==> src/rtl/humansized_muldiv_pkg.sv <==
// Shared constants for the sequential multiply/divide sequencer: datapath op codes,
// function encodings and the sequencer state enum.
package humansized_muldiv_pkg;

  // dp_op fields: bit0 load, bits2:1 shift type, bits4:3 add type.
  localparam logic [4:0] OP_LOAD  = 5'b00001;
  localparam logic [4:0] OP_ADDU  = 5'b00000;
  localparam logic [4:0] OP_ADDS  = 5'b01000;
  localparam logic [4:0] OP_SRL   = 5'b00010;
  localparam logic [4:0] OP_SRA   = 5'b00100;
  localparam logic [4:0] OP_SHL   = 5'b00110;
  localparam logic [4:0] OP_TRIAL = 5'b10000;

  localparam logic [1:0] FN_MULU = 2'b00;
  localparam logic [1:0] FN_MULS = 2'b01;
  localparam logic [1:0] FN_DIVU = 2'b10;
  localparam logic [1:0] FN_RSVD = 2'b11;

  typedef enum logic [2:0] {
    ST_IDLE   = 3'd0,
    ST_LOAD   = 3'd1,
    ST_STEP_A = 3'd2,
    ST_STEP_B = 3'd3,
    ST_DONE   = 3'd4
  } state_e;

endpackage

==> src/rtl/humansized_muldiv_opgen.sv <==
// Combinational datapath-command generator: (state, fn, last step, b) -> dp_op/dp_di/dp_ci.
// Signed multiply steps exist only when HUMANSIZED_MULDIV_SIGNED_EN is defined.
module humansized_muldiv_opgen
  import humansized_muldiv_pkg::*;
#(
  parameter int W = 8
) (
  input  logic [2:0]   state_i,
  input  logic [1:0]   fn_i,
  input  logic         last_i,
  input  logic [W-1:0] b_i,
  output logic [4:0]   dp_op_o,
  output logic [W-1:0] dp_di_o,
  output logic         dp_ci_o
);

  state_e st;
  logic   is_div;

  assign st     = state_e'(state_i);
  // Reserved fn=11 shares the divide path.
  assign is_div = fn_i[1];

`ifndef HUMANSIZED_MULDIV_SIGNED_EN
  logic unused_sig;
  assign unused_sig = ^{last_i, fn_i[0]};
`endif

  always_comb begin
    dp_op_o = OP_LOAD;
    dp_di_o = '0;
    dp_ci_o = 1'b0;
    case (st)
      ST_STEP_A: begin
        if (is_div) begin
          dp_op_o = OP_SHL;
        end
`ifdef HUMANSIZED_MULDIV_SIGNED_EN
        else if (fn_i == FN_MULS) begin
          // Multiplier MSB carries weight -2^(W-1): last step subtracts b.
          dp_op_o = OP_ADDS;
          if (last_i) begin
            dp_di_o = ~b_i;
            dp_ci_o = 1'b1;
          end else begin
            dp_di_o = b_i;
          end
        end
`endif
        else begin
          dp_op_o = OP_ADDU;
          dp_di_o = b_i;
        end
      end
      ST_STEP_B: begin
        if (is_div) begin
          dp_op_o = OP_TRIAL;
          dp_di_o = ~b_i;
          dp_ci_o = 1'b1;
        end
`ifdef HUMANSIZED_MULDIV_SIGNED_EN
        else if (fn_i == FN_MULS) begin
          dp_op_o = OP_SRA;
        end
`endif
        else begin
          dp_op_o = OP_SRL;
        end
      end
      default: begin
        dp_op_o = OP_LOAD;
      end
    endcase
  end

endmodule

==> src/rtl/humansized_muldiv_seq.sv <==
// Sequencer for a shift/add multiply and restoring divide on an external {P,M} datapath.
// Optional signed multiply via HUMANSIZED_MULDIV_SIGNED_EN (see humansized_muldiv_opgen).
module humansized_muldiv_seq
  import humansized_muldiv_pkg::*;
#(
  parameter int W = 8
) (
  input  logic           clk,
  input  logic           rst,
  input  logic           start,
  input  logic [1:0]     fn,
  input  logic [W-1:0]   a,
  input  logic [W-1:0]   b,
  output logic           busy,
  output logic           done,
  output logic [W-1:0]   res_hi,
  output logic [W-1:0]   res_lo,
  output logic [4:0]     dp_op,
  output logic [W-1:0]   dp_di,
  output logic           dp_ci,
  input  logic [2*W-1:0] dp_pm,
  output logic [2:0]     dbg_state_o
);

  localparam int CW = (W > 2) ? $clog2(W) : 1;
  localparam logic [CW-1:0] CNT_LAST = CW'(W - 1);
  localparam logic [CW-1:0] CNT_ONE  = CW'(1);

  state_e        state_q, state_d;
  logic [CW-1:0] cnt_q, cnt_d;
  logic [W-1:0]  a_q, a_d;
  logic [W-1:0]  b_q, b_d;
  logic [1:0]    fn_q, fn_d;
  logic [W-1:0]  res_hi_q, res_hi_d;
  logic [W-1:0]  res_lo_q, res_lo_d;
  logic          done_q, done_d;
  logic          last_step;
  logic [W-1:0]  gen_di;

  assign last_step = (cnt_q == CNT_LAST);

  // Handshake: start is a request taken only while busy is low (IDLE, which
  // includes the done cycle); a request seen while busy is dropped, not queued.
  always_comb begin
    state_d  = state_q;
    cnt_d    = cnt_q;
    a_d      = a_q;
    b_d      = b_q;
    fn_d     = fn_q;
    res_hi_d = res_hi_q;
    res_lo_d = res_lo_q;
    done_d   = 1'b0;
    case (state_q)
      ST_IDLE: begin
        cnt_d = '0;
        if (start) begin
          a_d     = a;
          b_d     = b;
          fn_d    = fn;
          state_d = ST_LOAD;
        end
      end
      ST_LOAD: begin
        cnt_d   = '0;
        state_d = ST_STEP_A;
      end
      ST_STEP_A: begin
        state_d = ST_STEP_B;
      end
      ST_STEP_B: begin
        cnt_d   = cnt_q + CNT_ONE;
        state_d = last_step ? ST_DONE : ST_STEP_A;
      end
      ST_DONE: begin
        res_hi_d = dp_pm[2*W-1:W];
        res_lo_d = dp_pm[W-1:0];
        done_d   = 1'b1;
        state_d  = ST_IDLE;
      end
      default: begin
        state_d = ST_IDLE;
      end
    endcase
  end

  always_ff @(posedge clk) begin
    if (rst) begin
      state_q  <= ST_IDLE;
      cnt_q    <= '0;
      a_q      <= '0;
      b_q      <= '0;
      fn_q     <= FN_MULU;
      res_hi_q <= '0;
      res_lo_q <= '0;
      done_q   <= 1'b0;
    end else begin
      state_q  <= state_d;
      cnt_q    <= cnt_d;
      a_q      <= a_d;
      b_q      <= b_d;
      fn_q     <= fn_d;
      res_hi_q <= res_hi_d;
      res_lo_q <= res_lo_d;
      done_q   <= done_d;
    end
  end

  humansized_muldiv_opgen #(.W(W)) u_opgen (
    .state_i (state_q),
    .fn_i    (fn_q),
    .last_i  (last_step),
    .b_i     (b_q),
    .dp_op_o (dp_op),
    .dp_di_o (gen_di),
    .dp_ci_o (dp_ci)
  );

  // The load operand is the captured dividend/multiplier, which opgen never sees.
  assign dp_di       = (state_q == ST_LOAD) ? a_q : gen_di;
  assign busy        = (state_q != ST_IDLE);
  assign done        = done_q;
  assign res_hi      = res_hi_q;
  assign res_lo      = res_lo_q;
  assign dbg_state_o = state_q;

endmodule

==> config.mk <==
export PLATFORM = sky130hd
export DESIGN_NAME = humansized_muldiv_seq
export DESIGN_NICKNAME = d
export VERILOG_FILES = /design/src/rtl/humansized_muldiv_pkg.sv /design/src/rtl/humansized_muldiv_opgen.sv /design/src/rtl/humansized_muldiv_seq.sv
export SDC_FILE = /design/constraint.sdc
export NUM_CORES = 1
export LEC_CHECK = 0
export ABC_AREA = 1
export CAP_MARGIN = 10
export CORE_UTILIZATION = 40
export DETAILED_ROUTE_END_ITERATION = 12
export MAX_ROUTING_LAYER = met4
export PLACE_DENSITY = 0.76
export SLEW_MARGIN = 30
export SYNTH_ARGS = -nofsm -noshare
export SYNTH_HDL_FRONTEND = slang
export SYNTH_SLANG_ARGS = --single-unit
==> constraint.sdc <==
create_clock -name clk -period 1.35 [get_ports clk]
set_clock_uncertainty 0.1 [all_clocks]
set_input_delay 0.3375 -clock clk [delete_from_list [all_inputs] [get_ports clk]]
set_output_delay 0.3375 -clock clk [all_outputs]
set_load 0.02 [all_outputs]
==> results.md <==
- Yosys warns: 0
- CTS tree: done
- Fillers: 302
- Ys flop type: dfxtp_1
- Slowest-stage cell, CP: dfxtp_4
- Violated checks: setup timing
- Final worst setup slack: -0.555 ns
- Max-cap violations: 0
- Min-delay src: res_lo[4]$_SDFFE_PP0P_
- GRT Total Usage: 31.3%
- Psw: 1.13 mW
- Cells along the critical path: inv_8 > nand2_8 > nor2_4 > buf_6 > nand3_4 > nand3_2 > buf_6
- Status: complete, but fails checks
- Root Buffer: clkbuf_8
- WP data arrival: 1.47 ns
- Unique masters post-synth: 20
- Fin cells: 490
- Vias per cell: 5.24
- Largest net degree at the start of global routing: 18
- CP bufs+invs: 3
- CP required: 0.91 ns
- Initial DRC count: 288
- Cell accounting for the most synthesized area: dfxtp_1
- Nets: 461
- Fin util: 79.7%
- Switching fraction of total power: 29.1%
- Mean Syn Cell Area: 6.56 um^2
- P_int: 2.76 mW
- Mapped Nets: 339
- Top-area cell type share of the netlist area: 40.7%
- DRC Markers: 0
- DIE AREA: 5200 um^2
- Initial Util: 41.6%
- Crit path kind: flip-flop to primary output
- CTS Buf Count: 5
- Worst r2r src: dbg_state_o[2]$_SDFFE_PP0P_
- Synth top cells by count: inv_1, nor2_1, nand2_1
- Global-route wire length before repair: 11.9 mm
- Placeable Area: 4720 um^2
- Row count: 25
- Most common cell in the synthesized netlist: inv_1
- Period utilization: 141%
- EDFF count, synth: 0
- Die H: 72.1 um
- Placed cells: 453
- Cells after Synth: 300
- Final Slew Violations: 0
- Final Hold Fails: 0
- Via count: 2,570
- Post-Syn Area: 1970 um^2
- Clock Path Buffers: 2
- Crit end category: primary output
- Clk slew on worst S/H paths: 0.09 ns
- Power Density: 1030 nW/um^2
- Number of I/O port buffers: 69
- Synth area leaders: dfxtp_1, inv_1, nor2_1, nand2_1, nand4_1
- Worst path top cell family by delay: simple AND/OR/NAND/NOR gates
- Max VDD drop: 817 uV
- Part of the power in registers: 33.5%
- Min-Delay Path Class: flip-flop to flip-flop
- Share of layout cells above drive strength 1: 42.6%
- CP Launch Type: flip-flop
- CP max FO: 5
- Yosys reg bits: 40
- Comb pwr share: 30.7%
- RSZ-0062 raised after global routing: true
- Max Fclk: 525 MHz
- Die width: 72.1 um
- Period minus WS final: 1.91 ns
- Dpl hpwl: 3.96 mm
- Seq/Total Area, Yosys: 40.7%
- ANT nets after route: 0
- DRT Pass-1 Iters: 7
- Dpl ws: -0.608 ns
- H-tree levels: 2
- Slowest cell delay on critical path: 0.39 ns
- Async set or reset register ratio after synthesis: 0%
- Initial antenna violation count: 0
- I/O pin cnt: 72
- Clock power frac: 35.8%
- Final Setup Violations: 55
- Clock sink count: 40
- Total wire length: 8.36 mm
- Pleak: 1.82 nW
- Antenna cells: 0
- CP startpoint: dbg_state_o[2]$_SDFFE_PP0P_
- Per-cell routed wire length: 17.1 um
- GP Congestion: 0.850
- Global route overflow: 0
- Area grow syn2layout: 91.5%
- Number of global-route vias before repair: 2,499
- Footprint of the multi-input gates: 1200 um^2
- Most used cell along the critical path: buf_6
- Storage cell area: 813 um^2
- Skew-Pair Late Insertion Delay: 0.30 ns
==> routing by layer <==
layer | vias up | wire length [um] | GRT usage [%]
met5 | - | 0 | -
met4 | 0 | 247 | 14.2
met3 | 26 | 648 | 4.44
met2 | 158 | 4280 | 54.8
met1 | 1204 | 3190 | 35.2
li1 | 1182 | - | -
==> power by group through the flow <==
stage / clock network (mW) / logic (mW) / registers, mW
2_1_floorplan: 0 / 0.391 / 1.31
3_3_place_gp: 0 / 0.722 / 1.30
3_5_place_dp: 0 / 0.733 / 1.31
4_1_cts: 1.39 / 1.01 / 1.28
5_1_grt: 1.46 / 1.26 / 1.31
6_report: 1.39 / 1.19 / 1.30
==> registers in the layout (all words and copies together) (netlist names) <==
signal and count:
a_q 8, b_q 8, cnt_q 3, dbg_state_o 3, done 1, fn_q 1, res_hi 8, res_lo 8
==> worst register-to-register path: stages (launching register included) <==
cell and delay, ns:
dfxtp_4 0.39, inv_8 0.09, buf_4 0.12, buf_8 0.09
buf_4 0.16, buf_4 0.26, nand3_4 0.18, nand2_1 0.15
inv_1 0.06, nor2_1 0.08
==> timing repair <==
action                                  CTS  global route
hold buffers                              0             0
gates resized for setup                 237            53
endpoints found under the setup margin   68            60
pin swaps                                30            35
setup buffers                            11            16
cloned                                    6             0
==> logic make-up after synthesis <==
kind of cell	Yosys count	synth area share, %
buffers and inverters	79	16.5
DFF	40	40.7
AOI/OAI and AO/OA	22	5.60
other	1	0.191
adders and majority gates	2	1.27
and+or+nand+nor	156	35.8
==> stage by stage <==
step	total power [mW]	TNS (ns)	hold slack, ns	area [um^2]
detailed placement	2.04	-14.78	0.372	3020
finish	3.89	-18.69	0.382	3770
global placement	2.03	-13.89	0.360	3020
global route	4.02	-20.72	0.410	3770
CTS	3.69	-10.47	0.390	3580
floorplan	1.70	-0.877	0.363	2070
==> cell type report <==
cell class,count,area share [%]
clock buffers,5,1.83
clock inverters,3,2.39
inverters,60,6.41
multi-input cells,185,31.9
flip-flops and latches,40,21.6
well taps,67,2.23
repair buffers,130,33.6
==> final timing paths <==
kind	end	slack (ns)	depth (start not counted)
max	dp_di[2]	-0.56	7
min	res_lo[4]$_SDFFE_PP0P_	0.38	2
min reg2reg	res_lo[4]$_SDFFE_PP0P_	0.38	2
max reg2reg	b_q[5]$_SDFFE_PP0P_	-0.39	9
==> cells in the final DEF, fill, tap and decap left out, types with 15 or more instances in the layout <==
cell type	instances
inv_1	49
o21ai_2	15
nand4_1	25
buf_2	16
nand2_1	32
dfxtp_1	36
buf_6	34
clkdlybuf4s50_1	34
buf_4	35
nor2_1	46
Power figures use the tool's default switching activity.
